--- config.mk ---
export PLATFORM = sky130hd
export DESIGN_NAME = cam_sensor_emu
export DESIGN_NICKNAME = d
export VERILOG_FILES = /design/src/rtl/cam_sensor_emu.sv
export SDC_FILE = /design/constraint.sdc
export NUM_CORES = 1
export LEC_CHECK = 0
export ABC_AREA = 1
export CAP_MARGIN = 10
export CORE_MARGIN = 2
export CORE_UTILIZATION = 60
export CTS_BUF_LIST = sky130_fd_sc_hd__clkbuf_2
export CTS_CLUSTER_SIZE = 40
export DETAILED_ROUTE_END_ITERATION = 12
export GPL_TIMING_DRIVEN = 0
export PLACE_DENSITY = 0.8
export SLEW_MARGIN = 20
export SYNTH_ARGS = -nofsm -noshare
export SYNTH_HDL_FRONTEND = slang
export SYNTH_SLANG_ARGS = --single-unit
--- constraint.sdc ---
create_clock -name CLK -period 9 [get_ports CLK]
set_clock_uncertainty 0.2 [all_clocks]
set_input_delay 2.7 -clock CLK [delete_from_list [all_inputs] [get_ports CLK]]
set_output_delay 2.7 -clock CLK [all_outputs]
set_load 0.005 [all_outputs]
--- src/rtl/cam_sensor_emu.sv ---
// cam_sensor_emu: MT9V034-style parallel-video source.
//
// Produces sensor-accurate FRAME_VALID / LINE_VALID / DATA timing on the pixel
// clock, with programmable geometry, blanking and test patterns, plus a frame
// counter. Intended for on-board loopback into the camera capture path and as a
// bench stimulus source.
//
// Ports:
//   CLK          in   pixel clock, all logic on rising edge
//   RST          in   asynchronous active-high reset
//   ENABLE       in   frames are generated while high (checked in idle / frame end)
//   PATTERN_SEL  in   test pattern, latched when FRAME_VALID rises
//   FRAME_VALID  out  sensor FV (registered)
//   LINE_VALID   out  sensor LV (registered)
//   DATA         out  pixel data, zero whenever LINE_VALID is low
//   FRAME_START  out  one-cycle pulse on the FRAME_VALID rising cycle
//   FRAME_COUNT  out  frames completed, wraps 255 -> 0
//
// Build option: define CAM_SENSOR_EMU_LFSR_EN to turn pattern 3 into a
// per-frame-repeating x^10+x^7+1 LFSR sequence instead of the frame stamp.

`timescale 1ns/1ps

module cam_sensor_emu #(
    parameter int unsigned H_ACTIVE = 752,
    parameter int unsigned V_ACTIVE = 480,
    parameter int unsigned H_BLANK  = 94,
    parameter int unsigned V_LEAD   = 1,
    parameter int unsigned V_BLANK  = 45,
    parameter int unsigned CNT_W    = 16
) (
    input  logic       CLK,
    input  logic       RST,
    input  logic       ENABLE,
    input  logic [1:0] PATTERN_SEL,
    output logic       FRAME_VALID,
    output logic       LINE_VALID,
    output logic [9:0] DATA,
    output logic       FRAME_START,
    output logic [7:0] FRAME_COUNT
);

    localparam logic [CNT_W-1:0] HA_LAST = CNT_W'(H_ACTIVE - 1);
    localparam logic [CNT_W-1:0] VA_LAST = CNT_W'(V_ACTIVE - 1);
    localparam logic [CNT_W-1:0] HB_LAST = CNT_W'(H_BLANK - 1);
    localparam logic [CNT_W-1:0] VL_LAST = CNT_W'(V_LEAD - 1);
    localparam logic [CNT_W-1:0] VB_LAST = CNT_W'(V_BLANK - 1);
    localparam logic [CNT_W-1:0] ONE     = CNT_W'(1);

    typedef enum logic [2:0] {StIdle, StVblank, StLead, StActive, StHblank} state_t;

    state_t           state_q;
    logic [CNT_W-1:0] cnt_q;
    logic [CNT_W-1:0] row_q;
    logic [CNT_W-1:0] col_q;
    logic [1:0]       pat_q;

`ifdef CAM_SENSOR_EMU_LFSR_EN
    logic [9:0] lfsr_q;
    logic       lfsr_seed;
    logic       pix_load;

    // lfsr_q always holds the value for the next pixel to be loaded into DATA,
    // so it steps once per emitted pixel and the first pixel of a frame is 1.
    always_comb begin
        lfsr_seed = (state_q == StVblank) && (cnt_q == VB_LAST);
        pix_load  = ((state_q == StLead)   && (cnt_q == VL_LAST)) ||
                    ((state_q == StActive) && (col_q != HA_LAST)) ||
                    ((state_q == StHblank) && (cnt_q == HB_LAST));
    end

    always_ff @(posedge CLK or posedge RST) begin
        if (RST) begin
            lfsr_q <= 10'h001;
        end else if (lfsr_seed) begin
            lfsr_q <= 10'h001;
        end else if (pix_load) begin
            lfsr_q <= {lfsr_q[8:0], lfsr_q[9] ^ lfsr_q[6]};
        end
    end
`endif

    // Pixel value for (r, c) under the pattern latched for this frame.
    function automatic logic [9:0] pix_value(input logic [CNT_W-1:0] r,
                                             input logic [CNT_W-1:0] c);
        logic [7:0] tag;
        tag = (8'(r) + 8'd1) * 8'd10 + 8'(c) + 8'd1;
        case (pat_q)
            2'd0:    pix_value = {tag, 2'b00};
            2'd1:    pix_value = 10'(c);
            2'd2:    pix_value = 10'h3FF;
`ifdef CAM_SENSOR_EMU_LFSR_EN
            default: pix_value = lfsr_q;
`else
            default: pix_value = {FRAME_COUNT, 2'b00};
`endif
        endcase
    endfunction

    // Outputs are loaded on the edge that enters a state, so each registered
    // output lines up with the cycle the FSM spends in that state.
    always_ff @(posedge CLK or posedge RST) begin
        if (RST) begin
            state_q     <= StIdle;
            cnt_q       <= '0;
            row_q       <= '0;
            col_q       <= '0;
            pat_q       <= '0;
            FRAME_VALID <= 1'b0;
            LINE_VALID  <= 1'b0;
            DATA        <= '0;
            FRAME_START <= 1'b0;
            FRAME_COUNT <= '0;
        end else begin
            FRAME_START <= 1'b0;
            case (state_q)
                StIdle: begin
                    if (ENABLE) begin
                        state_q <= StVblank;
                        cnt_q   <= '0;
                    end
                end
                StVblank: begin
                    if (cnt_q == VB_LAST) begin
                        state_q     <= StLead;
                        cnt_q       <= '0;
                        FRAME_VALID <= 1'b1;
                        FRAME_START <= 1'b1;
                        pat_q       <= PATTERN_SEL;
                    end else begin
                        cnt_q <= cnt_q + ONE;
                    end
                end
                StLead: begin
                    if (cnt_q == VL_LAST) begin
                        state_q    <= StActive;
                        cnt_q      <= '0;
                        row_q      <= '0;
                        col_q      <= '0;
                        LINE_VALID <= 1'b1;
                        DATA       <= pix_value('0, '0);
                    end else begin
                        cnt_q <= cnt_q + ONE;
                    end
                end
                StActive: begin
                    if (col_q == HA_LAST) begin
                        LINE_VALID <= 1'b0;
                        DATA       <= '0;
                        cnt_q      <= '0;
                        col_q      <= '0;
                        if (row_q == VA_LAST) begin
                            // End of frame: FV and LV drop together.
                            FRAME_VALID <= 1'b0;
                            FRAME_COUNT <= FRAME_COUNT + 8'd1;
                            row_q       <= '0;
                            state_q     <= ENABLE ? StVblank : StIdle;
                        end else begin
                            state_q <= StHblank;
                        end
                    end else begin
                        col_q <= col_q + ONE;
                        DATA  <= pix_value(row_q, col_q + ONE);
                    end
                end
                StHblank: begin
                    if (cnt_q == HB_LAST) begin
                        state_q    <= StActive;
                        cnt_q      <= '0;
                        row_q      <= row_q + ONE;
                        col_q      <= '0;
                        LINE_VALID <= 1'b1;
                        DATA       <= pix_value(row_q + ONE, '0);
                    end else begin
                        cnt_q <= cnt_q + ONE;
                    end
                end
                default: begin
                    state_q     <= StIdle;
                    FRAME_VALID <= 1'b0;
                    LINE_VALID  <= 1'b0;
                    DATA        <= '0;
                end
            endcase
        end
    end

endmodule
# Word level (Yosys, flattened, before mapping)
# Cells that the tools add are included.
op_classes:
  addsub: 9
  n_reduce_logical: 16
  bitwise: 2
  eq_ne: 16
  muxes: 39
  n_mul: 2
op_table:
  columns: ["cell", "n"]
  rows:
  - ["2-to-1 mux 16 bit", 11]
  - ["case mux 16 bit (3 select lines)", 2]
  - ["case mux 10 bit (3 select lines)", 3]
  - ["case mux 16 bit (5 select lines)", 1]
  - ["adder 16 x 1 -> 16 bit, second input constant", 3]
  - ["adder 8 x 1 -> 8 bit, second input constant", 5]
  - ["case mux 10 bit (4 select lines)", 1]
  - ["2-to-1 mux 10 bit", 3]
  - ["2-to-1 mux 3 bit", 6]
  - ["equality test 16 x 10 -> 1 bit, second input constant", 1]
  - ["equality test 16 x 6 -> 1 bit, second input constant", 1]
  - ["equality test 16 x 7 -> 1 bit, second input constant", 1]
  - ["equality test 16 x 9 -> 1 bit, second input constant", 1]
  - ["zero test 16 bit", 1]
  - ["multiplier 8 x 3 -> 7 bit, second input constant", 2]
  - ["case mux 3 bit (5 select lines)", 1]
  - ["inequality test 2 bit, second input constant", 6]
  - ["AND reduction 3 bit", 4]
  - ["AND reduction 5 bit", 2]
  - ["2-to-1 mux 1 bit", 9]
  - ["adder 8 bit", 1]
  - ["AND reduction 4 bit", 2]
  - ["equality test 3 x 2 -> 1 bit, second input constant", 2]
  - ["nonzero test 5 bit", 1]
  - ["other kinds (13)", 14]
totals:
  ff_bits: 74

# Logic depth before layout (Yosys ltp)
depth:
  word_depth: 7
  depth_mapped: 23
  depth_no_buf: 23

# Worst setup path after synthesis
# Ideal clock, no wire load.
synth_timing:
  path_type: "input port to flip-flop"
  from: "in ENABLE"
  to: "reg cnt_q[5]"
  path_stages: 8
  arrival_time_ps: 3494
  setup_slack_ps: 5234
  t_required_ps: 8728
  cell_sequence: "nor3_1 > nor2_2 > o21ai_2 > inv_2 > buf_4 > nand3_1 > nand2_1 > nor2_1"
synth_between:
  elab_chain_cells: 2
synth_rtl:
  columns: ["item", "line", "rtl"]
  rows:
  - ["from (decl)", "34", "input logic ENABLE,"]
  - ["inequality test 2 bit (no source line)", null, null]
  - ["AND reduction 3 bit (no source line)", null, null]
  - ["to (signal assigned)", "131", "cnt_q <= cnt_q + ONE;"]
  - ["to (signal assigned)", "143", "cnt_q <= cnt_q + ONE;"]
  - ["to (signal assigned)", "175", "cnt_q <= cnt_q + ONE;"]
  - ["to (decl)", "53", "logic [CNT_W-1:0] cnt_q;"]
# No other way between the ends.
# A chain may end at the register's enable or synchronous reset.

# Worst setup path after layout
layout_timing:
  from: "reg FRAME_COUNT[4]"
  to: "out FRAME_COUNT[4]"
layout_rtl:
  columns: ["item", "line", "rtl"]
  rows:
  - ["from (decl)", "40", "output logic [7:0] FRAME_COUNT"]
  - ["from (signal assigned)", "155", "FRAME_COUNT <= FRAME_COUNT + 8'd1;"]
# No word-level cell between the ends.

==> metrics.txt <==
post-CTS resize count=0; Die Span X=97.6 µm; Residual DRC=0; Top delay family on crit path=buffers and inverters; crit start category=flop; RD Place Congestion=0.930; final setup margin=4.57 ns; CTS tree=built; CP cell instances=clkdlybuf4s50_1; Fin. Hold Viols=0; CTS max path bufs=2; commonest non-fill, non-tap cell in the layout=nand2_1; Num CTS Buffers=9; die span in y=97.6 µm; row cnt=34; Syn Inst Count=700; fin nets=772; area leader, netlist=dfrtp_1; share of layout cells above drive strength 1=10.8%; RSZ-0062 raised after global routing=false; initial core utilization=61.1%; R2R Setup Slk=5.26 ns; pre-CTS WS=4.60 ns; R2R cell count=20; number of antenna violations at the first check in global routing=0; CP max stage delay=0.54 ns; DRT iter0 DRCs=244; die area=0.00952 mm²; Routed wire per std cell=15.1 µm; ys async rst share=100%; final setup fails=0; CP Data Required Time=6.10 ns; Max-Slew Margin vs Limit=65.8%; hold_sp=DATA[0]; clk sink count=74; Leakage Power=2.64 nW; gr usage total=27.8%; number of synthesized flops with an enable pin=0; Post-DP HPWL=9.75 mm; Post-DP Area=0.00567 mm²; outcome=completed; total negative slack=0 ns; largest net degree at the start of global routing=59; peak supply drop=124 µV; type of destination of the critical path=primary output; Netlist cell types=41; drt pass-1 iters=8; Synth-to-Final Area Change=10.4%; fill count=740; register area share after synthesis=35.3%; Syn Std Cell Area=0.00525 mm²; worst-margin pin slew=0.510 ns; multi-input logic area=0.00298 mm²; pwr/cell area=218 mW/mm²; crit path buf inv count=1; FF-to-FF Start=row_q[0]; Core Area=0.00859 mm²; Layout Cells excl Fill=849; post-route design area=0.00580 mm²; Syn. warnings=0; Clock Root Buffer=clkbuf_2; Worst Hold End=DATA[0]; most frequent cells in the layout=nand2_1 (163), dfrtp_1 (74), inv_1 (73); crit share post-route=49.3%; Synth area leaders=dfrtp_1 (35%), nand2_1 (12%), xor2_1 (7.2%), ha_1 (6.7%), inv_1 (5.3%); cts hold-fix bufs=0; vias per cell=5.63; vias post-DR=4779; synthesis-stage register bit count=74; Fmax=0.225 GHz; clk_lat worst skew=0.53 ns; synthesized net count=735; worst path arrival time=1.53 ns; vias in the first global route=4655; clock period minus worst slack=4.43 ns; n_diodes=0; worst hold-check path type=reg2reg; crit path kind=reg2out; IO Count=26; Reg2Reg Capture Point=DATA[9]; Worst path slowest cell=clkdlybuf4s50_1; first-pass GRT wire length=21.8 mm; top-area cell type share of the netlist area=35.3%; Port Buf Inserts=25; max-slew violations=0; Clk pin slew, worst setup/hold paths=0.21 ns; Hold Path Stages=2; Sequential Area=0.00185 mm²; grt total ovfl=0; Final ANT Viol Nets=0; post-CTS setup buffer count=0; H-tree depth=3; Max Cap Viol=0; Placed Cells=834; Syn Area/Cell=7.50 µm²; worst-path fanout max=5; Post-synth top flop=dfrtp_1; final wirelength=12.8 mm
flip-flops by register name, indices dropped and copies added (netlist names):
signal and flops:
cnt_q 16, state_q 3, FRAME_COUNT 8, pat_q 2, FRAME_VALID 1, LINE_VALID 1
row_q 16, col_q 16, FRAME_START 1, DATA 10
routing by layer:
| layer | GRT usage [%] | wire length (µm) | up-vias |
|---|---|---|---|
| li1 | - | - | 2388 |
| met1 | 35.4 | 5680 | 2248 |
| met2 | 48.6 | 6290 | 124 |
| met3 | 4.60 | 627 | 19 |
| met4 | 8.12 | 238 | 0 |
| met5 | 0 | 0 | - |
cells in the mapped netlist, types with 2 or more instances:
| master | instances |
|---|---|
| a211oi_1 | 3 |
| a21oi_1 | 13 |
| a31o_2 | 4 |
| a31oi_1 | 2 |
| buf_2 | 7 |
| buf_4 | 4 |
| clkbuf_1 | 3 |
| dfrtp_1 | 74 |
| fa_1 | 2 |
| ha_1 | 28 |
| inv_1 | 74 |
| inv_2 | 17 |
| nand2_1 | 163 |
| nand2_2 | 2 |
| nand3_1 | 41 |
| nand3_2 | 2 |
| nand4_1 | 14 |
| nor2_1 | 49 |
| nor2_2 | 10 |
| nor3_1 | 23 |
| nor3_2 | 3 |
| nor4_1 | 8 |
| o211ai_1 | 7 |
| o21ai_0 | 36 |
| o21ai_1 | 24 |
| o21ai_2 | 2 |
| o22ai_1 | 11 |
| o31ai_1 | 4 |
| or2_2 | 7 |
| xnor2_1 | 10 |
| xor2_1 | 43 |
area by class of cell:
cell class | instances | share of cell area (%)
Clock buffer | 10 | 0.863
Inverter | 91 | 5.93
Tap cell | 108 | 2.33
Sequential cell | 74 | 31.9
Clock inverter | 5 | 1.38
Buffer | 14 | 1.32
Multi-Input combinational cell | 521 | 51.4
Timing Repair Buffer | 26 | 4.79
cell families after synthesis:
| logic type | count (synthesis) | share of synthesized area [%] |
|---|---|---|
| simple gates | 329 | 28.4 |
| compound gates | 108 | 11.9 |
| buf+inv | 105 | 7.96 |
| flops | 74 | 35.3 |
| xor+xnor | 53 | 8.84 |
| fa+ha+maj | 30 | 7.43 |
| mux | 1 | 0.214 |
stage by stage:
step / utilization, % / hold slack [ns] / total power [mW]
2_1_floorplan: - / 0.272 / 0.843
3_3_place_gp: 65.6 / 0.271 / 1.03
3_5_place_dp: 66.0 / 0.272 / 1.04
4_1_cts: 67.5 / 0.328 / 1.26
5_1_grt: 67.5 / 0.368 / 1.36
6_report: 67.5 / 0.325 / 1.27
report_power, final:
part / switching (mW) / internal (mW)
sequential: 0.0371 / 0.376
combinational: 0.431 / 0.206
clock: 0.126 / 0.0912
total: 0.594 / 0.673
how the worst max path moves through the flow:
stage | start | end | cells after the start
2_1_floorplan | RST | DATA[0] | 1
3_3_place_gp | RST | row_q[10] | 2
3_5_place_dp | ENABLE | cnt_q[5] | 9
4_1_cts | FRAME_COUNT[0] | FRAME_COUNT[0] | 1
5_1_grt | FRAME_COUNT[4] | FRAME_COUNT[4] | 1
6_report | FRAME_COUNT[4] | FRAME_COUNT[4] | 1
Power figures use the tool's default switching activity.
